`src/rtl/paso8bto32b_pkg.sv`:
```
`default_nettype none
// ============================================================================
// Module      : paso8bto32b_pkg
// Description : Widths and state encodings shared by both ends of the byte lane.
// Revision    : 1.0 - initial release
// ============================================================================
package paso8bto32b_pkg;

    localparam int BYTE_W     = 8;
    localparam int WORD_BYTES = 4;
    localparam int WORD_W     = BYTE_W * WORD_BYTES;

    typedef enum logic [0:0] {
        ST_IDLE    = 1'b0,
        ST_COLLECT = 1'b1
    } state_t;

endpackage : paso8bto32b_pkg
`default_nettype wire

```
`src/rtl/paso8bto32b_cnt.sv`:
```
`default_nettype none
// ============================================================================
// Module      : paso8bto32b_cnt
// Description : Modulo-WORD_BYTES byte counter with last-byte flag.
// Revision    : 1.0 - initial release
// ============================================================================
module paso8bto32b_cnt #(
    parameter int WORD_BYTES = 4,
    parameter int CNT_W      = $clog2(WORD_BYTES)
) (
    input  logic             clk,
    input  logic             rst_n,
    input  logic             i_clr,
    input  logic             i_inc,
    output logic [CNT_W-1:0] o_cnt,
    output logic             o_last_byte
);

    localparam logic [CNT_W-1:0] C_LAST = CNT_W'(WORD_BYTES - 1);

    logic [CNT_W-1:0] cnt_q;
    logic [CNT_W-1:0] cnt_d;

    assign o_cnt       = cnt_q;
    assign o_last_byte = (cnt_q == C_LAST);

    always_comb begin
        cnt_d = cnt_q;
        if (i_clr) begin
            cnt_d = '0;
        end else if (i_inc) begin
            cnt_d = o_last_byte ? '0 : cnt_q + 1'b1;
        end
    end

    always_ff @(posedge clk or negedge rst_n) begin
        if (!rst_n) begin
            cnt_q <= '0;
        end else begin
            cnt_q <= cnt_d;
        end
    end

endmodule : paso8bto32b_cnt
`default_nettype wire

```
`src/rtl/paso8bto32b.sv`:
```
`default_nettype none
// ============================================================================
// Module      : paso8bto32b
// Description : Byte-to-word deserializer, MSB byte first, with abort flag.
// Revision    : 1.0 - initial release
// ============================================================================
module paso8bto32b #(
    parameter int WORD_BYTES = 4,
    parameter int CNT_W      = $clog2(WORD_BYTES)
) (
    input  logic                          clk_4f,
    input  logic                          reset,
    input  logic [7:0]                    data_in,
    input  logic                          valid_in,
    output logic [8*WORD_BYTES-1:0]       data_out,
    output logic                          valid_out,
    output logic                          frame_err,
    output logic                          busy
);

    import paso8bto32b_pkg::*;

    localparam int C_WORD_W = BYTE_W * WORD_BYTES;

    state_t                state_q;
    state_t                state_d;
    logic [C_WORD_W-1:0]   shreg_q;
    logic [C_WORD_W-1:0]   shreg_d;
    logic [C_WORD_W-1:0]   data_out_q;
    logic [C_WORD_W-1:0]   data_out_d;
    logic                  valid_out_q;
    logic                  valid_out_d;
    logic                  frame_err_q;
    logic                  frame_err_d;

    logic                  w_cnt_inc;
    logic                  w_cnt_clr;
    logic [CNT_W-1:0]      w_cnt;
    logic                  w_last_byte;
    logic [C_WORD_W-1:0]   w_shifted;

    paso8bto32b_cnt #(
        .WORD_BYTES (WORD_BYTES),
        .CNT_W      (CNT_W)
    ) u_cnt (
        .clk         (clk_4f),
        .rst_n       (reset),
        .i_clr       (w_cnt_clr),
        .i_inc       (w_cnt_inc),
        .o_cnt       (w_cnt),
        .o_last_byte (w_last_byte)
    );

    assign w_shifted = {shreg_q[C_WORD_W-BYTE_W-1:0], data_in};

    always_comb begin
        state_d     = state_q;
        shreg_d     = shreg_q;
        data_out_d  = data_out_q;
        valid_out_d = 1'b0;
        frame_err_d = 1'b0;
        w_cnt_inc   = 1'b0;
        w_cnt_clr   = 1'b0;
        case (state_q)
            ST_IDLE: begin
                if (valid_in) begin
                    shreg_d   = {{(C_WORD_W-BYTE_W){1'b0}}, data_in};
                    w_cnt_inc = 1'b1;
                    state_d   = ST_COLLECT;
                end
            end
            ST_COLLECT: begin
                if (valid_in) begin
                    shreg_d   = w_shifted;
                    w_cnt_inc = 1'b1;
                    if (w_last_byte) begin
                        data_out_d  = w_shifted;
                        valid_out_d = 1'b1;
                        state_d     = ST_IDLE;
                    end
                end else begin
                    // Lane went quiet mid-word: drop the partial word.
                    shreg_d     = '0;
                    frame_err_d = 1'b1;
                    w_cnt_clr   = 1'b1;
                    state_d     = ST_IDLE;
                end
            end
            default: begin
                state_d   = ST_IDLE;
                shreg_d   = '0;
                w_cnt_clr = 1'b1;
            end
        endcase
    end

    always_ff @(posedge clk_4f or negedge reset) begin
        if (!reset) begin
            state_q     <= ST_IDLE;
            shreg_q     <= '0;
            data_out_q  <= '0;
            valid_out_q <= 1'b0;
            frame_err_q <= 1'b0;
        end else begin
            state_q     <= state_d;
            shreg_q     <= shreg_d;
            data_out_q  <= data_out_d;
            valid_out_q <= valid_out_d;
            frame_err_q <= frame_err_d;
        end
    end

    assign data_out  = data_out_q;
    assign valid_out = valid_out_q;
    assign frame_err = frame_err_q;
    assign busy      = (state_q == ST_COLLECT);

    logic w_unused;
    assign w_unused = ^w_cnt;

endmodule : paso8bto32b
`default_nettype wire
```
`config.mk`:
```
export PLATFORM = sky130hd
export DESIGN_NAME = paso8bto32b
export DESIGN_NICKNAME = d
export VERILOG_FILES = /design/src/rtl/paso8bto32b_pkg.sv /design/src/rtl/paso8bto32b_cnt.sv /design/src/rtl/paso8bto32b.sv
export SDC_FILE = /design/constraint.sdc
export NUM_CORES = 1
export LEC_CHECK = 0
export CELL_PAD_IN_SITES_DETAIL_PLACEMENT = 0
export CELL_PAD_IN_SITES_GLOBAL_PLACEMENT = 1
export CORE_MARGIN = 5
export CORE_UTILIZATION = 37
export CTS_CLUSTER_SIZE = 40
export DETAILED_ROUTE_END_ITERATION = 8
export PLACE_DENSITY = 0.74
export SYNTH_ARGS = -nofsm -noshare
export SYNTH_HDL_FRONTEND = slang
export SYNTH_SLANG_ARGS = --single-unit
```
`constraint.sdc`:
```
create_clock -name clk_4f -period 1.32 [get_ports clk_4f]
set_clock_uncertainty 0.05 [all_clocks]
set_input_delay 0.132 -clock clk_4f [delete_from_list [all_inputs] [get_ports clk_4f]]
set_output_delay 0.132 -clock clk_4f [all_outputs]
set_load 0.02 [all_outputs]
```
Word level (Yosys, flattened, before mapping)
Index checks and enable logic that the tools add are counted.
{"block": "totals", "mem_bits_rw": 0, "reg_bits": 61, "output_inout_bits": 35, "latch_bits": 0, "wordCells": 27, "romBits": 0, "mem_count": 0}
{"block": "op_classes", "reduce_logical": 2, "shift": 0, "bitwise": 1, "n_div": 0, "n_eq_ne": 2, "n_mul": 0, "muxes": 15, "n_addsub": 1, "n_lt_le_gt_ge": 0}
{"cell": "$mux 24", "count": 2}
{"cell": "$pmux 24 s2", "count": 1}
{"cell": "$mux 1", "count": 8}
{"cell": "$mux 2", "count": 3}
{"cell": "$reduce_and 3->1", "count": 1}
{"cell": "$add 2x1->2 const B", "count": 1}
{"cell": "$eq 2x2->1 const B", "count": 1}
{"cell": "$ne 2x2->1 const B", "count": 1}
{"cell": "$pmux 1 s2", "count": 1}
{"cell": "$reduce_bool 2->1", "count": 1}
{"cell": "$not 1->1", "count": 1}

Logic depth before layout (Yosys ltp)
Gate-level depths: netlist (run 1).
{"block": "logic_depth", "word_depth": 4, "ltp_mapped": 5, "mapped_depth_nobuf": 3}

By module
From an unflattened synthesis (run 1), not the netlist that was laid out.
{"block": "unflattened", "cells_unflattened": 137, "hier_area_um2": 2264.7}
{"mod": "paso8bto32b", "cells_each": 129, "instances": 1, "seq_area_each_um2": 1476.4, "area_per_inst_um2": 2164.6}
{"mod": "paso8bto32b_cnt", "cells_each": 8, "instances": 1, "seq_area_each_um2": 50.0, "area_per_inst_um2": 100.1}

Least setup slack after synthesis (run 1)
OpenSTA, ideal clock, no wires.
{"block": "synth_path", "path_kind": "flip-flop to flip-flop", "startpoint": "register state_q, in the netlist busy", "endpoint": "register shreg_q[16]", "setup_time_ps": 121, "n_path_buf": 2, "arrival_time_ps": 1213, "setup_slack_ps": -64, "path_stages_with_launch": 5, "required_time_ps": 1149, "path_cell_list": "dfrtp_1 -> and2_1 -> buf_2 -> buf_4 -> a22o_1"}
{"block": "synth_via", "elab_chain_cells": 2, "elab_cells_between_ends": 3, "classes_between": "eq/ne: 1; mux: 1; bitwise: 1"}
{"element": "start: declaration", "line_no": "paso8bto32b.sv:25", "source": "state_t state_q;"}
{"element": "start signal: assignment", "line_no": "paso8bto32b.sv:105", "source": "state_q <= state_d;"}
{"element": "$not 1->1"}
{"element": "$pmux 24 s2 / $ne 2x2->1 (equally long branches)"}
{"element": "end signal: assignment", "line_no": "paso8bto32b.sv:106", "source": "shreg_q <= shreg_d;"}
{"element": "end: declaration", "line_no": "paso8bto32b.sv:27", "source": "logic [C_WORD_W-1:0] shreg_q;"}
Several ways; a longest one is shown, not always the timed one.
A chain may end at the register's enable or synchronous reset.

Worst setup path after layout (run 1)
{"block": "layout_path", "startpoint": "register u_cnt.cnt_q[0], in the netlist u_cnt.o_cnt[0]", "endpoint": "register data_out_q[12], in the netlist data_out[12]"}
{"block": "layout_via", "elab_chain_cells": 2}
{"element": "start: declaration", "line_no": "paso8bto32b_cnt.sv:21", "source": "logic [CNT_W-1:0] cnt_q;"}
{"element": "start signal: assignment", "line_no": "paso8bto32b_cnt.sv:40", "source": "cnt_q <= cnt_d;"}
{"element": "$eq 2x2->1", "line_no": "paso8bto32b_cnt.sv:25", "source": "assign o_last_byte = (cnt_q == C_LAST);"}
{"element": "$reduce_and 3->1 (no line)"}
{"element": "end signal: assignment", "line_no": "paso8bto32b.sv:107", "source": "data_out_q <= data_out_d;"}
{"element": "end: declaration", "line_no": "paso8bto32b.sv:29", "source": "logic [C_WORD_W-1:0] data_out_q;"}
Every way passes these cells.

==> summary.md, run 1 <==
| Metric | Value |
|---|---|
| DIE HEIGHT | `88.0 um` |
| Largest net degree at the start of global routing | `62` |
| Least-Margin Pin Slew | `0.545 ns` |
| Ports | `46` |
| Pwr dens | `1930 mW/mm^2` |
| Crit path launch | `u_cnt.o_cnt[0]` |
| Worst r2r path cells | `4` |
| Setup slack after layout | `-0.0898 ns` |
| # setup viols final | `29` |
| RSZ-0062 raised after global routing | `true` |
| DR pass1 iterations | `4` |
| WS Path Type | `reg2reg` |
| Post-synthesis sequential area ratio | `0.679` |
| Drt wl/cell | `15.6 um` |
| Clock Pin Slew Worst Setup and Hold Paths | `0.07 ns` |
| Yosys Warn Count | `0` |
| GR Overflow Total | `0` |
| DR iter-0 viols | `83` |
| Critical path arrival | `1.57 ns` |
| Cells after synthesis | `138` |
| Library cells used by synthesis | `18` |
| Final Cycle Share | `1.07` |
| ANT cells | `0` |
| Die width | `88.0 um` |
| Mapped Nets | `150` |
| CP max FO | `24` |
| Layout cells sized above 1 | `0.201` |
| Initial core utilization | `0.380` |
| Minimum clock period | `1.41 ns` |
| DIE AREA | `0.00774 sq mm` |
| R2R Path End | `data_out[12]` |
| Overall Global Routing Usage | `0.126` |
| Port bufs | `45` |
| Flop and latch count out of synthesis | `61` |
| TritonCTS clock tree | `yes` |
| Vias per cell | `4.83` |
| Startpoint types | `flop` |
| WL met3 | `220 um` |
| Crit path capture | `data_out[12]` |
| Final TNS setup | `-1.52 ns` |
| RR Startpoint | `u_cnt.o_cnt[0]` |
| Failing checks | `setup timing` |
| CTS H-tree depth | `3` |
| Critical path required time | `1.48 ns` |
| Commonest non-fill, non-tap cells in the layout | `60 x dfrtp_1, 34 x dlygate4sd2_1, 25 x a22o_1, 24 x mux2_1` |
| CP Capture Type | `flop` |
| Fillers | `503` |
| Commonest non-fill, non-tap cell in the layout | `dfrtp_1` |
| Row cnt | `28` |
| Top-area cell type share of the netlist area | `0.679` |
| Final Instance Area | `0.00307 sq mm` |
| Final Hold Viols | `0` |
| Layout net count | `206` |
| CTS root buf | `clkbuf_8` |
| P&R area growth vs syn | `36.3%` |
| Worst VDD drop | `1010 uV` |
| # Max-Cap Violations | `0` |
| Top cell type by total area after synthesis | `dfrtp_1` |
| M1 WL | `1970 um` |
| Bufs on Longest Clock Path | `2` |
| FF-to-FF setup slack | `-0.09 ns` |
| Placer Congestion | `0.715` |
| DRC violations left | `0` |
| Rel. slew slack | `0.636` |
| Clk Latency, worst-skew pair | `0.33 ns` |
| Dpl cell area | `0.00282 sq mm` |
| Initial antenna violation count | `0` |
| Avg Cell Area, Syn | `16.3 sq um` |
| Core area | `0.00592 sq mm` |
| HPWL Detailed | `2860 um` |
| Run status | `finished with violations` |
| Fmax | `0.709 GHz` |
| Max Used Layer | `met4` |
| Met2 wire length | `2020 um` |
| Largest cells by area after synthesis | `dfrtp_1 68%, mux2_1 16%, a22o_1 9.7%, buf_6 1.5%, buf_2 0.89%` |
| First-pass GRT wire length | `7290 um` |
| CTS buffer count | `9` |
| Mapped cell area | `0.00225 sq mm` |
| Vias in the first global route | `1456` |
| Leakage Power | `0.00162 uW` |
| Via count | `1324` |
| Worst min path class | `in2async` |
| Clock sinks | `61` |
| WL final | `4280 um` |
| ANT nets after route | `0` |
| Fin. max-slew vios | `0` |
-- sequential cells by signal (all words and copies together), names as in the netlist --
| name | flops |
|---|---|
| data_out | 32 |
| shreg_q | 24 |
| u_cnt.o_cnt | 2 |
| busy | 1 |
| frame_err | 1 |
| valid_out | 1 |
-- worst min path at each step --
| stage | slack [ns] | end | from | depth (start not counted) |
|---|---|---|---|---|
| floorplan | -0.21 | busy | reset | 0 |
| global placement | 0.11 | frame_err | reset | 2 |
| detailed placement | 0.11 | data_out[15] | reset | 2 |
| CTS | 0.30 | shreg_q[14] | reset | 3 |
| global route | 0.31 | shreg_q[23] | reset | 3 |
| finish | 0.29 | frame_err | reset | 3 |
-- synthesized netlist by cell type --
master and n:
a21boi_0 1, a22o_1 25, mux2_1 32, and2_1 1, buf_6 3, buf_4 1, nand2b_1 1, nor2_1 1
ha_1 1, nor2b_1 1, o21ai_0 1, buf_2 4, dfrtp_1 61, nand2_1 1, buf_1 1, inv_2 1
nor2_2 1, nand3_4 1
-- where the power goes --
group | total (uW) | switching [uW] | internal, uW | leakage, uW
Sequential | 2460 | 216 | 2250 | 0.000808
Combinational | 1490 | 771 | 721 | 0.000693
Clock | 1960 | 714 | 1250 | 0.000123
Total | 5910 | 1700 | 4210 | 0.00162
-- logic make-up (layout without fill, tap and decap cells) --
family / after synthesis / after routing / share of synthesized area
DFF: 61 / 61 / 0.679
muxes: 32 / 32 / 0.160
AOI/OAI and AO/OA: 27 / 27 / 0.103
buffers and inverters: 10 / 71 / 0.0306
and+or+nand+nor: 7 / 7 / 0.0223
adders and majority gates: 1 / 1 / 0.00556
-- critical path, stage by stage, from the launching register on --
cell,delay [ns]
dfrtp_1,0.42
ha_4,0.18
nand3_4,0.10
buf_12,0.18
mux2_1,0.35
-- repair_timing --
item,CTS,global route
pin swaps,0,0
endpoints found under the setup margin,92,33
endpoints found under the hold margin,61,0
gates resized for setup,40,9
buffers inserted,0,1
hold buffers,1,0
-- final cells by class --
class	instances	area (sq um)	share of cell area
Inverter	1	3.75	0.00122
Clock buffer	9	124	0.0404
Tap cell	75	93.8	0.0306
Multi-Input combinational cell	67	703	0.229
Timing Repair Buffer	54	500	0.163
Clock inverter	7	114	0.0371
Sequential cell	61	1530	0.498
-- through the flow --
step / util / hold slack (ns) / instances / setup WS [ns] / total power [uW]
after floorplan: - / -0.214 / 138 / 0.00138 / 3260
after global placement: 0.475 / 0.106 / 256 / -0.461 / 4070
after detailed placement: 0.475 / 0.114 / 256 / -0.522 / 4110
after CTS: 0.512 / 0.296 / 273 / -0.0927 / 5880
after global routing: 0.518 / 0.313 / 274 / -0.133 / 6250
final: 0.518 / 0.286 / 274 / -0.0898 / 5910
-- per-layer routing --
metal / track usage / up-vias
met3: 0.0367 / 7
met5: 0 / -
met4: 0.0669 / 0
met1: 0.168 / 663
met2: 0.184 / 34
li1: - / 620
(Power assumes the default switching activity.)
==> run 2: changes to the inputs <==
--- a/config.mk
+++ b/config.mk
@@ -11,7 +11,8 @@
 export CORE_UTILIZATION = 37
 export CTS_CLUSTER_SIZE = 40
 export DETAILED_ROUTE_END_ITERATION = 8
-export PLACE_DENSITY = 0.74
+export PLACE_DENSITY = 0.73
 export SYNTH_ARGS = -nofsm -noshare
 export SYNTH_HDL_FRONTEND = slang
+export SYNTH_HIERARCHICAL = 1
 export SYNTH_SLANG_ARGS = --single-unit
==> run 2 against run 1 <==
Against the previous run:
- the flow still finishes with violations (setup timing)
- sequential cell count unchanged
- cell count increased by 2.2%
- wire length increased by 15%
- register-to-register slack about the same
- clock-buffer cell count increased by 3
- first-iteration DRC count decreased by 13%
- highest routed layer unchanged
==> summary.md, run 2 <==
| Metric | Value |
|---|---|
| Run status | `finished with violations` |
| Failing checks | `setup timing` |
| Final Hold Viols | `0` |
| Ports | `46` |
| Layout cells sized above 1 | `0.337` |
| Final Util | `0.536` |
| Core area | `0.00592 sq mm` |
| ANT cells | `0` |
| FFs w/ async S/R, synth | `1.00` |
| Largest net degree at the start of global routing | `62` |
| Die width | `88.2 um` |
| DR iter-0 viols | `72` |
| Pwr dens | `1760 mW/mm^2` |
| Avg Cell Area, Syn | `16.5 sq um` |
| Vias in the first global route | `1532` |
| Non-Filler Instances | `280` |
| GR Overflow Total | `0` |
| Startpoint types | `flop` |
| M1 WL | `2150 um` |
| Drt wl/cell | `17.6 um` |
| Minimum clock period | `1.41 ns` |
| Setup slack after layout | `-0.0873 ns` |
| DR pass1 iterations | `4` |
| Layout net count | `212` |
| Footprint of the multi-input gates | `801 sq um` |
| First-pass GRT wire length | `7890 um` |
| Main combinational cell family by area after synthesis | `multiplexers` |
| Library cells used by synthesis | `19` |
| Adder-cell share of the synthesized area | `0.00552` |
| Top cell type by total area after synthesis | `dfrtp_1` |
| Commonest non-fill, non-tap cell in the layout | `dfrtp_1` |
| WL final | `4930 um` |
| Clk Latency, worst-skew pair | `0.33 ns` |
| CP max FO | `12` |
| Largest cells by area after synthesis | `dfrtp_1 67%, mux2_2 15%, a22o_1 9.3%, buf_6 1.5%, mux2_4 1.3%` |
| Number of synthesized flops with an enable pin | `0` |
| Final TNS setup | `-1.99 ns` |
| Row cnt | `28` |
| Simple logic cell fraction of the synthesized area | `0.0232` |
| Pre-CTS setup slack | `-0.467 ns` |
| Max stage delay on crit path | `0.41 ns` |
| ANT nets after route | `0` |
| Worst min path class | `in2async` |
| DIE AREA | `0.00779 sq mm` |
| RSZ-0062 raised after global routing | `true` |
| CP delay by family, top | `flip-flops` |
| Fmax | `0.711 GHz` |
| CTS buffer count | `9` |
| Leakage Power | `0.00172 uW` |
| Dominant synthesized flop cell | `dfrtp_1` |
| Vias per cell | `5.06` |
| Critical path arrival | `1.58 ns` |
| Port bufs | `45` |
| Tot Pwr | `5580 uW` |
| Yosys Warn Count | `6` |
| WL met3 | `335 um` |
| Clock sinks | `61` |
| Max Used Layer | `met4` |
| Mapped cell area | `0.00226 sq mm` |
| CTS H-tree depth | `3` |
| Initial core utilization | `0.383` |
| CP Capture Type | `flop` |
| Cell Count Post-Placement | `258` |
| Max reg flops | `32` |
| Worst VDD drop | `909 uV` |
| Critical path required time | `1.49 ns` |
| Mapped Nets | `149` |
| Fin. max-slew vios | `0` |
| Rel. slew slack | `0.652` |
| Post-synthesis sequential area ratio | `0.674` |
| Bufs and invs on worst path | `1` |
| Compound-Gate Fraction of Synth Area | `0.100` |
| # Max-Cap Violations | `0` |
| FF+latch area | `0.00153 sq mm` |
| # setup viols final | `37` |
| Count leader, synth | `dfrtp_1` |
| Placer Congestion | `0.764` |
| WS Path Type | `reg2reg` |
| Final Cycle Share | `1.07` |
| Cells after synthesis | `137` |
| Met2 wire length | `2370 um` |
| CTS root buf | `clkbuf_8` |
| Via count | `1417` |
| Commonest cells in the netlist | `61 x dfrtp_1, 30 x mux2_2, 24 x a22o_1, 3 x buf_4, 3 x buf_6` |
| Flop and latch count out of synthesis | `61` |
| Critical path, cell by cell | `ha_4 > nand3_4 > buf_12 > mux2_2` |
| XOR/XNOR Fraction of Synth Area | `0` |
| Top-area cell type share of the netlist area | `0.674` |
| Clock Pin Slew Worst Setup and Hold Paths | `0.06 ns` |
| Fillers | `512` |
| Bufs on Longest Clock Path | `2` |
| Mux contribution to synthesized area | `0.167` |
| DRC violations left | `0` |
| TritonCTS clock tree | `yes` |
| DIE HEIGHT | `88.2 um` |
| Least-Margin Pin Slew | `0.521 ns` |
| Commonest non-fill, non-tap cells in the layout | `61 x dfrtp_1, 34 x dlygate4sd2_1, 29 x mux2_4, 24 x a22o_1, 11 x clkbuf_8` |
| HPWL Detailed | `3120 um` |
| P&R area growth vs syn | `40.1%` |
| Overall Global Routing Usage | `0.137` |
| CP max stage cell | `dfrtp_1` |
| Initial antenna violation count | `0` |
## run 2: cell families (layout without fill, tap and decap cells)
logic type | after synthesis | count (layout)
flip-flops | 61 | 61
multiplexers | 33 | 33
AO/OA/AOI/OAI | 26 | 26
buffers and inverters | 9 | 76
AND/OR/NAND/NOR | 7 | 8
adder cells (fa/ha/maj) | 1 | 1
## run 2: layout make-up
type                    instances  area share
clock buffers                  12      0.0489
clock inverters                 4     0.00710
inverters                       1     0.00118
multi-input cells              68       0.252
flip-flops and latches         61       0.481
well taps                      75      0.0296
repair buffers                 59       0.179
## run 2: per-layer routing
metal,vias up,GRT usage
li1,630,-
met1,733,0.169
met2,48,0.211
met3,6,0.0559
met4,0,0.0591
met5,-,0
## run 2: worst reg2reg max path, stage by stage (launching register included)
cell and delay (ns):
dfrtp_1 0.41, ha_4 0.19, nand3_4 0.14, buf_12 0.17, mux2_2 0.34
## run 2: path summary, 6_finish.rpt
check | startpoint | end | slack, ns | cells past startpoint
max | u_cnt/o_cnt[1] | data_out[11] | -0.09 | 4
min | reset | data_out[15] | 0.28 | 3
max reg2reg | u_cnt/o_cnt[1] | data_out[11] | -0.09 | 4
min reg2reg | data_out[17] | data_out[17] | 0.46 | 1
max in group asynchronous | reset | data_out[12] | 0.68 | 3
min in group clk_4f | valid_in | shreg_q[6] | 0.41 | 3
## run 2: what timing repair did
action	CTS	global route
gates resized for setup	61	11
hold buffers	1	0
buffers inserted	3	0
hold endpoints to repair	61	0
pin swaps	3	2
setup endpoints to repair	92	57
gates cloned	1	1
## run 2: where the power goes
part / internal, uW / switching, uW / total, uW
Sequential: 2240 / 230 / 2470
Combinational: 864 / 793 / 1660
Clock: 773 / 678 / 1450
## run 2: per-stage QoR
step	hold WS [ns]	instance area, sq um
2_1_floorplan	-0.214	2270
3_3_place_gp	0.105	2850
3_5_place_dp	0.106	2850
4_1_cts	0.288	3130
5_1_grt	0.305	3170
6_report	0.285	3170
